File: src/rtl/load_progress_if.sv
// Bus between the transfer/video side and the progress-bar feeder.
// master drives transfer status and vblank; slave returns the bar state.
interface load_progress_if #(
    parameter int WIDTH = 24
);
    logic             active;
    logic [WIDTH-1:0] pos;
    logic [WIDTH-1:0] size;
    logic             vblank;
    logic             enable;
    logic [6:0]       progress;
    logic             busy;

    modport master (
        output active, pos, size, vblank,
        input  enable, progress, busy
    );

    modport slave (
        input  active, pos, size, vblank,
        output enable, progress, busy
    );
endinterface

File: src/rtl/load_progress.sv
// Progress-bar feeder: once per frame computes floor(128*pos/size), held at full after the transfer ends.
// Latency: result lands 8 clocks after the vblank latch edge; no backpressure, vblank rises during a divide are dropped.
// Optional: define PROGRESS_MONOTONIC_EN so the bar never shrinks within one transfer.
module load_progress #(
    parameter int WIDTH       = 24,
    parameter int HOLD_FRAMES = 50
) (
    input  logic            clk,
    input  logic            reset,
    load_progress_if.slave  bus
);
    localparam int HW = (HOLD_FRAMES < 1) ? 1 : $clog2(HOLD_FRAMES + 1);

    typedef enum logic [1:0] {IDLE, WAIT, DIV, HOLD} state_t;
    typedef enum logic [1:0] {RES_DIV, RES_ZERO, RES_FULL} res_t;

    state_t           state_q, state_d;
    res_t             mode_q, mode_d;
    logic             vblank_d_q, active_d_q;
    logic             enable_q, enable_d;
    logic             busy_q, busy_d;
    logic [6:0]       progress_q, progress_d;
    logic [WIDTH:0]   r_q, r_d;
    logic [WIDTH-1:0] size_q, size_d;
    logic [6:0]       quo_q, quo_d;
    logic [2:0]       cnt_q, cnt_d;
    logic [HW-1:0]    hold_q, hold_d;

    logic             vrise, arise, afall, ge;
    logic [WIDTH:0]   r_shift;
    logic [6:0]       result;

    always_comb begin
        vrise   = bus.vblank & ~vblank_d_q;
        arise   = bus.active & ~active_d_q;
        afall   = ~bus.active & active_d_q;
        r_shift = r_q << 1;
        ge      = (r_shift >= {1'b0, size_q});

        case (mode_q)
            RES_ZERO: result = 7'd0;
            RES_FULL: result = 7'd127;
            default:  result = quo_q;
        endcase

        state_d    = state_q;
        mode_d     = mode_q;
        busy_d     = busy_q;
        progress_d = progress_q;
        r_d        = r_q;
        size_d     = size_q;
        quo_d      = quo_q;
        cnt_d      = cnt_q;
        hold_d     = hold_q;

        // Transfer end beats any pending latch or divide step.
        if (afall && (state_q == WAIT || state_q == DIV)) begin
            progress_d = 7'd127;
            busy_d     = 1'b0;
            hold_d     = HW'(HOLD_FRAMES);
            state_d    = (HOLD_FRAMES == 0) ? IDLE : HOLD;
        end else begin
            case (state_q)
                IDLE: begin
                    if (arise) begin
                        progress_d = 7'd0;
                        state_d    = WAIT;
                    end
                end
                WAIT: begin
                    if (vrise) begin
                        if (bus.size == '0)
                            mode_d = RES_ZERO;
                        else if (bus.pos >= bus.size)
                            mode_d = RES_FULL;
                        else
                            mode_d = RES_DIV;
                        r_d     = {1'b0, bus.pos};
                        size_d  = bus.size;
                        quo_d   = 7'd0;
                        cnt_d   = 3'd0;
                        busy_d  = 1'b1;
                        state_d = DIV;
                    end
                end
                DIV: begin
                    if (cnt_q == 3'd7) begin
`ifdef PROGRESS_MONOTONIC_EN
                        progress_d = (result > progress_q) ? result : progress_q;
`else
                        progress_d = result;
`endif
                        busy_d  = 1'b0;
                        state_d = WAIT;
                    end else begin
                        r_d   = ge ? (r_shift - {1'b0, size_q}) : r_shift;
                        quo_d = {quo_q[5:0], ge};
                        cnt_d = cnt_q + 3'd1;
                    end
                end
                HOLD: begin
                    if (arise) begin
                        progress_d = 7'd0;
                        state_d    = WAIT;
                    end else if (vrise) begin
                        if (hold_q <= HW'(1))
                            state_d = IDLE;
                        else
                            hold_d = hold_q - HW'(1);
                    end
                end
                default: state_d = IDLE;
            endcase
        end

        enable_d = (state_d != IDLE);
    end

    always_ff @(posedge clk) begin
        if (reset) begin
            state_q    <= IDLE;
            mode_q     <= RES_DIV;
            vblank_d_q <= 1'b0;
            active_d_q <= 1'b0;
            enable_q   <= 1'b0;
            busy_q     <= 1'b0;
            progress_q <= 7'd0;
            r_q        <= '0;
            size_q     <= '0;
            quo_q      <= 7'd0;
            cnt_q      <= 3'd0;
            hold_q     <= '0;
        end else begin
            state_q    <= state_d;
            mode_q     <= mode_d;
            vblank_d_q <= bus.vblank;
            active_d_q <= bus.active;
            enable_q   <= enable_d;
            busy_q     <= busy_d;
            progress_q <= progress_d;
            r_q        <= r_d;
            size_q     <= size_d;
            quo_q      <= quo_d;
            cnt_q      <= cnt_d;
            hold_q     <= hold_d;
        end
    end

    assign bus.enable   = enable_q;
    assign bus.progress = progress_q;
    assign bus.busy     = busy_q;
endmodule

File: src/flat_wrapper.sv
// flat-port wrapper written by rule: the top's interface ports become plain ports
module load_progress_flat 
#(
    parameter int WIDTH       = 24,
    parameter int HOLD_FRAMES = 50
)
  (clk, reset, bus_active, bus_pos, bus_size, bus_vblank, bus_enable, bus_progress, bus_busy);
  load_progress_if #(.WIDTH(WIDTH)) bus_i ();
  input  logic clk;
  input  logic reset;
  input wire logic [$bits(bus_i.active)-1:0] bus_active;
  input wire logic [$bits(bus_i.pos)-1:0] bus_pos;
  input wire logic [$bits(bus_i.size)-1:0] bus_size;
  input wire logic [$bits(bus_i.vblank)-1:0] bus_vblank;
  output wire logic [$bits(bus_i.enable)-1:0] bus_enable;
  output wire logic [$bits(bus_i.progress)-1:0] bus_progress;
  output wire logic [$bits(bus_i.busy)-1:0] bus_busy;
  assign bus_i.active = bus_active;
  assign bus_i.pos = bus_pos;
  assign bus_i.size = bus_size;
  assign bus_i.vblank = bus_vblank;
  assign bus_enable = bus_i.enable;
  assign bus_progress = bus_i.progress;
  assign bus_busy = bus_i.busy;
  load_progress #(.WIDTH(WIDTH), .HOLD_FRAMES(HOLD_FRAMES)) u_core (.clk(clk), .reset(reset), .bus(bus_i));
endmodule
File: config.mk
export PLATFORM = sky130hd
export DESIGN_NAME = load_progress_flat
export DESIGN_NICKNAME = d
export VERILOG_FILES = /design/src/rtl/load_progress_if.sv /design/src/rtl/load_progress.sv /design/src/flat_wrapper.sv
export SDC_FILE = /design/constraint.sdc
export NUM_CORES = 1
export LEC_CHECK = 0
export CORE_MARGIN = 2
export CORE_UTILIZATION = 45
export DETAILED_ROUTE_END_ITERATION = 7
export PLACE_DENSITY = 0.66
export SETUP_SLACK_MARGIN = 0.05
export SLEW_MARGIN = 20
export SYNTH_ARGS = -nofsm -noshare
export SYNTH_HDL_FRONTEND = slang
export SYNTH_SLANG_ARGS = --single-unit
File: constraint.sdc
create_clock -name clk -period 5 [get_ports clk]
set_input_delay 1 -clock clk [delete_from_list [all_inputs] [get_ports clk]]
set_output_delay 1 -clock clk [all_outputs]
set_load 0.02 [all_outputs]
==> flow_summary_export.csv, run 1 <==
group,metric,value,unit
worst_setup_path,crit_family,"compound AO/OA/AOI/OAI gates",
place,port_buffers,60,
synthesis,synth_edf_count,0,
synthesis,synthCells,718,
global_route,grt_pass1_vias,5173,
synthesis,synthArstFlopShare,0,%
worst_setup_path,cp_num_buf_inv,1,
clock_network,cts_setup_buffers,0,
global_route,grt.total_usage,24.6,%
synthesis,syn_avg_cell_area,7.60,um^2
floorplan,initial_core_util,45.8,%
floorplan,ioPinCount,61,
cells_and_area,mostFrequentLayoutCells,"103 x nand2_1, 79 x dfxtp_1, 78 x a21oi_1, 68 x inv_1, 59 x clkdlybuf4s50_1",
place,dpl.hpwl,11800,um
synthesis,ys_types,60,
worst_setup_path,crit_path_start,"u_core.size_q[1]",
clock_network,cts_num_sinks,79,
route,dr.pass1.iters,5,
worst_setup_path,worst-setup-path-type,"reg2reg",
timing,slew_headroom,32.8,%
route,wirelength,15700,um
power_and_ir_drop,p_leak,0.00261,uW
synthesis,ys_seq_elements,79,
synthesis,netlist_top_cells_area,"dfxtp_1 29%, ha_1 13%, a21oi_1 7.1%, nand2_1 7.1%, inv_1 4.7%",
worst_setup_path,required,5.23,ns
timing,tightest_slew,1.00,ns
floorplan,core,0.0119,mm^2
place,placed_area,0.00616,mm^2
timing,min_period,3.42,ns
floorplan,rows,40,
power_and_ir_drop,power_density,351,mW/mm^2
timing,skew,0.00674,ns
timing,setup_viol,0,
cells_and_area,num_antenna_cells,0,
min_path,hp-start,"u_core.size_q[8]",
route,drc,0,
timing,setup_tns,0,ns
worst_setup_path,rr_startpoint,"u_core.size_q[1]",
worst_setup_path,cp.arrival,3.66,ns
clock_network,clockBufferDepth,2,
job,max-cap-violations,0,
clock_network,cts.hold.buffers_added,0,
outcome,status,"completed",
cells_and_area,layout_commonest_cell,"nand2_1",
route,postRouteAntennaNets,0,
clock_network,clk_latency,0.34,ns
cells_and_area,final_nets,875,
clock_network,cts_resized,0,
timing,rsz0062_at_grt,"false",
timing,finalCritPeriodShare,68.5,%
synthesis,yosys_warnings,0,
power_and_ir_drop,irDropWorstVdd,0.000171,V
global_route,grt.overflow.total,0,
place,place_congestion,0.923,
floorplan,dieWidth,114,um
timing,final_hold_viol_count,0,
worst_setup_path,cp_slowest_cell,"a21oi_4",
cells_and_area,areaGrowthSynthToFinish,17.4,%
synthesis,synthFlopType,"dfxtp_1",
global_route,grt_max_degree,59,
synthesis,synth_top_area_share,29.0,%
synthesis,synth_nets,828,
route,vias_per_cell,5.81,
timing,max_freq,292,MHz
global_route,antenna_found_initial,0,
timing,maxSlewViolCount,0,
clock_network,numCtsBuffers,9,
route,wire_per_inst,17.2,um
clock_network,cts_root_buffer,"clkbuf_16",
clock_network,htree_levels,3,
worst_setup_path,crit_chain,"inv_1 > ha_1 > nor2b_1 > o31a_1 > o31ai_2 > a31oi_4 > a21oi_4 > o311ai_0 > a32o_1",
synthesis,yosysSeqAreaShare,29.0,%
min_path,hp-class,"reg2reg",
cells_and_area,layout-drive-gt1-share,3.78,%
worst_setup_path,cp-end-kind,"flip-flop",
synthesis,yosysTopAreaCell,"dfxtp_1",
clock_network,path_clk_slew,0.06,ns
worst_setup_path,crit_path_max_incr_delay,0.82,ns
worst_setup_path,cp_max_fo,37,
floorplan,die_h,114,um
clock_network,cts_tree,"yes",
synthesis,syn_area,0.00546,mm^2
cells_and_area,fin_area,0.00641,mm^2
worst_setup_path,cp-start-kind,"flip-flop",
route,num_vias,5306,
floorplan,die-area,0.0130,mm^2
global_route,grt_pass1_wl,25400,um
route,initialDrtViolationCount,382,
## power by group
part / leakage [uW] / total, uW / internal, uW / switching, uW
registers: 0.000641 / 695 / 667 / 28.0
logic: 0.00184 / 961 / 389 / 572
clock network: 0.000127 / 592 / 340 / 252
## routing by layer
layer / up-vias / share of wire, % / global-route usage (%)
li1: 2637 / - / -
met1: 2492 / 47 / 32.5
met2: 134 / 45 / 39.8
met3: 43 / 4.0 / 3.81
met4: 0 / 3.2 / 10.9
met5: - / 0 / 0
## worst reg2reg max path: cells and delay by family (launching register included)
kind / cells / cell delay, ns
AO/OA/AOI/OAI: 6 / 2.42
adder cells (fa/ha/maj): 1 / 0.30
buffers and inverters: 1 / 0.06
flip-flops: 1 / 0.38
AND/OR/NAND/NOR: 1 / 0.15
## sequential cells by signal, summed over array words and instances (netlist names)
| signal | count |
|---|---|
| u_core.mode_q | 2 |
| u_core.bus.progress | 7 |
| u_core.r_q | 24 |
| u_core.bus.enable | 1 |
| u_core.size_q | 24 |
| u_core.vblank_d_q | 1 |
| u_core.quo_q | 7 |
| u_core.state_q | 2 |
| u_core.cnt_q | 3 |
| u_core.hold_q | 6 |
| u_core.active_d_q | 1 |
| u_core.bus.busy | 1 |
## logic make-up (layout without fill, tap and decap cells)
logic type | after synthesis | in the layout | share of synthesized area (%)
XOR/XNOR | 19 | 19 | 3.05
buffers and inverters | 97 | 146 | 6.83
flip-flops | 79 | 79 | 29.0
adder cells (fa/ha/maj) | 58 | 58 | 13.4
multiplexers | 5 | 5 | 0.917
AO/OA/AOI/OAI | 214 | 214 | 26.2
AND/OR/NAND/NOR | 246 | 246 | 20.6
## stage by stage
| step | setup slack [ns] | power [uW] | hold slack (ns) | cells | util, % |
|---|---|---|---|---|---|
| 5_1_grt | 1.33 | 2380 | 0.480 | 914 | 53.8 |
| 2_1_floorplan | 2.51 | 1420 | 0.432 | 718 | - |
| 6_report | 1.58 | 2250 | 0.457 | 914 | 53.8 |
| 4_1_cts | 1.63 | 2250 | 0.458 | 914 | 53.8 |
| 3_3_place_gp | 1.42 | 1640 | 0.443 | 901 | 51.7 |
| 3_5_place_dp | 1.33 | 1650 | 0.450 | 901 | 51.7 |
## Yosys cell counts, drive strengths merged (4+ instances only)
cell type and count:
ha 57, inv 68, o311ai 4, nand4 9, xnor2 13, nand2 103
buf 6, nand2b 7, a21boi 6, xor2 6, nor2 45, a221oi 5
o211a 4, a211oi 11, o21ai 33, o21a 10, a21o 13, nand3 18
o211ai 8, a31oi 11, a21oi 79, dfxtp 79, mux2i 5, a32o 4
or2 4, nor2b 12, a211o 7, and3 6, nor4 11, clkbuf 23
nor3 25
## final timing paths
check	end	slack, ns	depth (start not counted)
max	u_core.r_q[16]	1.58	9
min	u_core.size_q[8]	0.46	2
max reg2reg	u_core.r_q[16]	1.58	9
min reg2reg	u_core.size_q[8]	0.46	2
## final cells by class
| cell class | instances | area, um^2 |
|---|---|---|
| fillers | 1161 | 5500 |
| multi-input cells | 542 | 3510 |
| flip-flops and latches | 79 | 1580 |
| repair buffers | 65 | 633 |
| inverters | 68 | 255 |
| clock buffers | 11 | 243 |
| well taps | 147 | 184 |
| clock inverters | 2 | 10.0 |
(Power assumes the default switching activity.)
==> run 2, diff against run 1 <==
==> constraint.sdc (replaced) <==
create_clock -name clk -period 3.34 [get_ports clk]
set_input_delay 0.668 -clock clk [delete_from_list [all_inputs] [get_ports clk]]
set_output_delay 0.668 -clock clk [all_outputs]
set_load 0.02 [all_outputs]
==> flow_summary_export.csv, run 2 (synthesized netlist as in run 1, its figures left out) <==
group,metric,value,unit
floorplan,rows,40,
worst_setup_path,crit_chain,"fa_1 > nor2b_1 > o21bai_1 > a211o_1 > a21boi_0 > o21a_1 > nor3_1 > o311ai_0 > a32o_1",
timing,setup_viol,0,
floorplan,core,0.0119,mm^2
clock_network,numCtsBuffers,9,
floorplan,ioPinCount,61,
global_route,grt.overflow.total,0,
route,wirelength,15900,um
worst_setup_path,cp-end-kind,"flip-flop",
cells_and_area,mostFrequentLayoutCells,"103 x nand2_1, 79 x dfxtp_1, 78 x a21oi_1, 68 x inv_1, 59 x clkdlybuf4s50_1",
timing,final_hold_viol_count,0,
global_route,grt_pass1_wl,26200,um
timing,tightest_slew,0.923,ns
place,place_congestion,0.906,
route,wire_per_inst,17.2,um
route,drt-met1-wl,6950,um
floorplan,die_h,114,um
timing,finalCritPeriodShare,87.1,%
clock_network,cts_root_buffer,"clkbuf_16",
place,port_buffers,60,
worst_setup_path,cp_slowest_cell,"a21boi_0",
timing,min_period,2.91,ns
clock_network,clk_latency,0.35,ns
clock_network,cts.hold.buffers_added,0,
global_route,grt_pass1_vias,5423,
route,route.top_layer_used,"met4",
route,dr.pass1.iters,5,
floorplan,initial_core_util,45.8,%
route,initialDrtViolationCount,391,
route,vias_per_cell,5.82,
route,dr_wl_met3,782,um
floorplan,dieWidth,114,um
timing,maxSlewViolCount,0,
worst_setup_path,worst-setup-path-type,"reg2reg",
worst_setup_path,cp_num_buf_inv,0,
timing,setup_tns,0,ns
place,dp_slack,0.326,ns
worst_setup_path,rrSetupSlack,0.43,ns
timing,rsz0062_at_grt,"false",
clock_network,clockBufferDepth,2,
route,dr_wl_met2,7640,um
worst_setup_path,cp-start-kind,"flip-flop",
global_route,antenna_found_initial,0,
global_route,grt_max_degree,38,
job,max-cap-violations,0,
place,dpl.hpwl,12200,um
timing,max_freq,344,MHz
power_and_ir_drop,power_density,537,mW/mm^2
route,postRouteAntennaNets,0,
cells_and_area,areaGrowthSynthToFinish,19.4,%
worst_setup_path,crit_path_max_incr_delay,0.51,ns
cells_and_area,layout_commonest_cell,"nand2_1",
clock_network,cts_resized,0,
min_path,hp-class,"reg2reg",
worst_setup_path,crit_family,"compound AO/OA/AOI/OAI gates",
worst_setup_path,required,3.63,ns
cells_and_area,num_antenna_cells,0,
clock_network,htree_levels,3,
route,num_vias,5387,
power_and_ir_drop,irDropWorstVdd,0.000286,V
route,drc,0,
worst_setup_path,cp.arrival,3.20,ns
timing,worst_slack,0.430,ns
clock_network,path_clk_slew,0.06,ns
clock_network,cts_setup_buffers,0,
cells_and_area,layout-drive-gt1-share,5.13,%
clock_network,cts_tree,"yes",
worst_setup_path,cp_max_fo,5,
global_route,grt.total_usage,25.4,%
timing,skew,0.00840,ns
power_and_ir_drop,p_leak,0.00266,uW
cells_and_area,final_nets,884,
timing,slew_headroom,38.0,%
floorplan,die-area,0.0130,mm^2
cells_and_area,largestRegisters,"u_core.r_q x24, u_core.size_q x24",
clock_network,cts_num_sinks,79,
outcome,status,"completed",
run 2: changes by cell type in the layout (fill, tap and decap cells not counted):
cell        change
buf_4           +9
bufinv_16       +1
clkbuf_1        +1
clkbuf_8        -1
clkinv_2        -1
clkinv_4        +1
clkinvlp_4      +2
run 2: cell type report:
| cell class | count | area [um^2] |
|---|---|---|
| Fill cell | 1144 | 5390 |
| Multi-Input combinational cell | 542 | 3510 |
| Sequential cell | 79 | 1580 |
| Timing Repair Buffer | 74 | 701 |
| Inverter | 68 | 255 |
| Clock buffer | 11 | 233 |
| Tap cell | 147 | 184 |
| Clock inverter | 5 | 58.8 |
run 2: power by group:
part	total [uW]	internal, uW	leakage [uW]	switching [uW]
logic	1480	613	0.00188	864
clock network	986	579	0.000136	407
registers	1040	998	0.000641	42.1
run 2: worst register-to-register path, cell delays in order (launching register included):
cell and delay (ns):
dfxtp_1 0.36, fa_1 0.45, nor2b_1 0.20, o21bai_1 0.11, a211o_1 0.31, a21boi_0 0.51
o21a_1 0.25, nor3_1 0.05, o311ai_0 0.43, a32o_1 0.18
run 2: final timing paths:
kind	from	to	depth (start not counted)
worst max-delay path	u_core.size_q[0]	u_core.r_q[16]	9
worst min-delay path	u_core.size_q[10]	u_core.size_q[10]	2
worst max register to register	u_core.size_q[0]	u_core.r_q[16]	9
worst min register to register	u_core.size_q[10]	u_core.size_q[10]	2
run 2: layer usage:
layer / GRT usage [%] / up-vias
li1: - / 2661
met1: 31.6 / 2522
met2: 42.8 / 163
met3: 4.08 / 41
met4: 12.3 / 0
met5: 0 / -
run 2: stage by stage:
stage	cell area [um^2]	util, %	total power (uW)	hold slack [ns]	cells
final	6520	54.7	3500	0.453	926
after global routing	6520	54.7	3710	0.480	926
after CTS	6520	54.7	3500	0.454	926
after detailed placement	6230	52.3	2510	0.446	910
after global placement	6230	52.3	2480	0.443	910
after floorplan	5460	-	2130	0.432	718
==> run 3, diff against run 2 <==
--- a/config.mk
+++ b/config.mk
@@ -6,9 +6,9 @@
 export NUM_CORES = 1
 export LEC_CHECK = 0
 export CORE_MARGIN = 2
-export CORE_UTILIZATION = 45
+export CORE_UTILIZATION = 57
 export DETAILED_ROUTE_END_ITERATION = 7
-export PLACE_DENSITY = 0.66
+export PLACE_DENSITY = 0.81
 export SETUP_SLACK_MARGIN = 0.05
 export SLEW_MARGIN = 20
 export SYNTH_ARGS = -nofsm -noshare
==> flow_summary_export.csv, run 3 (synthesized netlist as in run 1, its figures left out) <==
group,metric,value,unit
outcome,status,"completed",
cells_and_area,layout-drive-gt1-share,5.27,%
floorplan,dieWidth,102,um
timing,setup_viol,0,
timing,rsz0062_at_grt,"false",
global_route,grt.overflow.total,0,
min_path,hp-class,"reg2reg",
worst_setup_path,rrSetupSlack,0.39,ns
clock_network,clockBufferDepth,2,
min_path,hp-start,"u_core.size_q[11]",
worst_setup_path,crit_chain,"fa_1 > nor2b_1 > o21bai_1 > a211o_1 > a21boi_0 > o32ai_1 > xnor2_1 > a221oi_1 > a211oi_1",
clock_network,cts_tree,"yes",
timing,max_freq,339,MHz
global_route,grt_pass1_vias,5511,
clock_network,cts_resized,0,
worst_setup_path,cp_max_fo,5,
timing,setup_tns,0,ns
route,num_vias,5529,
cells_and_area,multi_input_area,0.00351,mm^2
worst_setup_path,r2r_cells,9,
timing,maxSlewViolCount,0,
cells_and_area,nFillCells,804,
route,wire_per_inst,17.3,um
global_route,grt_pass1_wl,25700,um
worst_setup_path,r2r-end,"u_core.r_q[18]",
min_path,min_path_cells,2,
worst_setup_path,rr_startpoint,"u_core.size_q[0]",
floorplan,rows,35,
route,wirelength,15700,um
clock_network,cts_num_sinks,79,
global_route,grt_max_degree,45,
place,place_congestion,1.03,
floorplan,ioPinCount,61,
cells_and_area,largestRegisters,"u_core.r_q x24, u_core.size_q x24",
worst_setup_path,worst-setup-path-type,"reg2reg",
place,dp_slack,0.321,ns
timing,worst_slack,0.394,ns
route,dr.pass1.iters,5,
cells_and_area,register_area,0.00158,mm^2
power_and_ir_drop,power_density,526,mW/mm^2
place,dpl.hpwl,11800,um
clock_network,cts_root_buffer,"clkbuf_8",
worst_setup_path,cp.arrival,3.19,ns
clock_network,path_clk_slew,0.09,ns
place,port_buffers,60,
worst_setup_path,cp-start-kind,"flip-flop",
worst_setup_path,required,3.58,ns
floorplan,die_h,102,um
job,max-cap-violations,0,
cells_and_area,mostFrequentLayoutCells,"103 x nand2_1, 79 x dfxtp_1, 78 x a21oi_1, 68 x inv_1, 59 x clkdlybuf4s50_1",
timing,final_hold_viol_count,0,
cells_and_area,areaGrowthSynthToFinish,17.9,%
worst_setup_path,cp-end-kind,"flip-flop",
clock_network,clk_latency,0.36,ns
clock_network,htree_levels,3,
power_and_ir_drop,p_leak,0.00264,uW
timing,slew_headroom,36.2,%
global_route,grt.total_usage,31.5,%
worst_setup_path,cp_slowest_cell,"a21boi_0",
route,vias_per_cell,6.10,
power_and_ir_drop,irDropWorstVdd,0.000295,V
clock_network,numCtsBuffers,9,
clock_network,cts_setup_buffers,0,
clock_network,cts.hold.buffers_added,0,
timing,finalCritPeriodShare,88.2,%
worst_setup_path,crit_path_max_incr_delay,0.56,ns
route,postRouteAntennaNets,0,
timing,tightest_slew,0.954,ns
route,initialDrtViolationCount,339,
floorplan,initial_core_util,58.8,%
route,drc,0,
cells_and_area,layout_commonest_cell,"nand2_1",
cells_and_area,final_nets,883,
floorplan,core,0.00928,mm^2
timing,min_period,2.95,ns
timing,skew,0.0111,ns
global_route,antenna_found_initial,0,
min_path,holdPathEnd,"u_core.size_q[11]",
floorplan,die-area,0.0104,mm^2
cells_and_area,num_antenna_cells,0,
[run 3: changes by cell type in the layout (fill, tap and decap cells not counted)]
cell,before,now
inv_6,0,1
clkbuf_16,9,0
buf_12,0,1
bufinv_16,1,2
clkinvlp_4,2,0
buf_4,14,12
clkinv_4,1,2
clkbuf_8,0,10
clkbuf_1,2,0
[run 3: metal layers]
metal	wire, um	vias to the layer above	GRT usage, %
met5	0	-	0
met4	553	0	15.1
met3	1180	52	6.22
met2	7440	246	52.4
met1	6550	2575	39.3
li1	-	2656	-
[run 3: worst max-delay path: cells and delay by family, from the launching register on]
kind	cells	cell delay, ns
compound gates	6	1.63
xor+xnor	1	0.17
fa+ha+maj	1	0.45
flops	1	0.39
simple gates	1	0.20
[run 3: worst max-delay path by stage]
stage,from,to,cells past startpoint
6_report,u_core.size_q[0],u_core.r_q[18],9
3_5_place_dp,bus_size[0],u_core.mode_q[1],10
3_3_place_gp,bus_size[0],u_core.mode_q[1],10
5_1_grt,u_core.size_q[1],u_core.r_q[1],11
4_1_cts,u_core.size_q[0],u_core.r_q[16],9
2_1_floorplan,u_core.size_q[1],u_core.r_q[1],11
[run 3: metrics by stage]
step,cells,total power [uW],utilization (%),hold slack (ns),area (um^2)
floorplan,718,2130,-,0.432,5460
global placement,891,2480,66.9,0.442,6210
detailed placement,891,2520,66.9,0.447,6210
CTS,907,3350,69.4,0.458,6440
global route,907,3550,69.4,0.472,6440
finish,907,3380,69.4,0.456,6440
[run 3: layout make-up]
class	instances	area share [%]
Multi-Input combinational cell	542	54.4
Sequential cell	79	24.6
Timing Repair Buffer	73	11.0
Inverter	68	3.96
Tap cell	129	2.51
Clock buffer	10	2.14
Clock inverter	6	1.42
[run 3: where the power goes]
part | total [uW] | switching (uW) | leakage (uW) | internal [uW]
combinational | 1510 | 888 | 0.00188 | 626
sequential | 1040 | 45.1 | 0.000641 | 996
clock | 829 | 383 | 0.000117 | 446
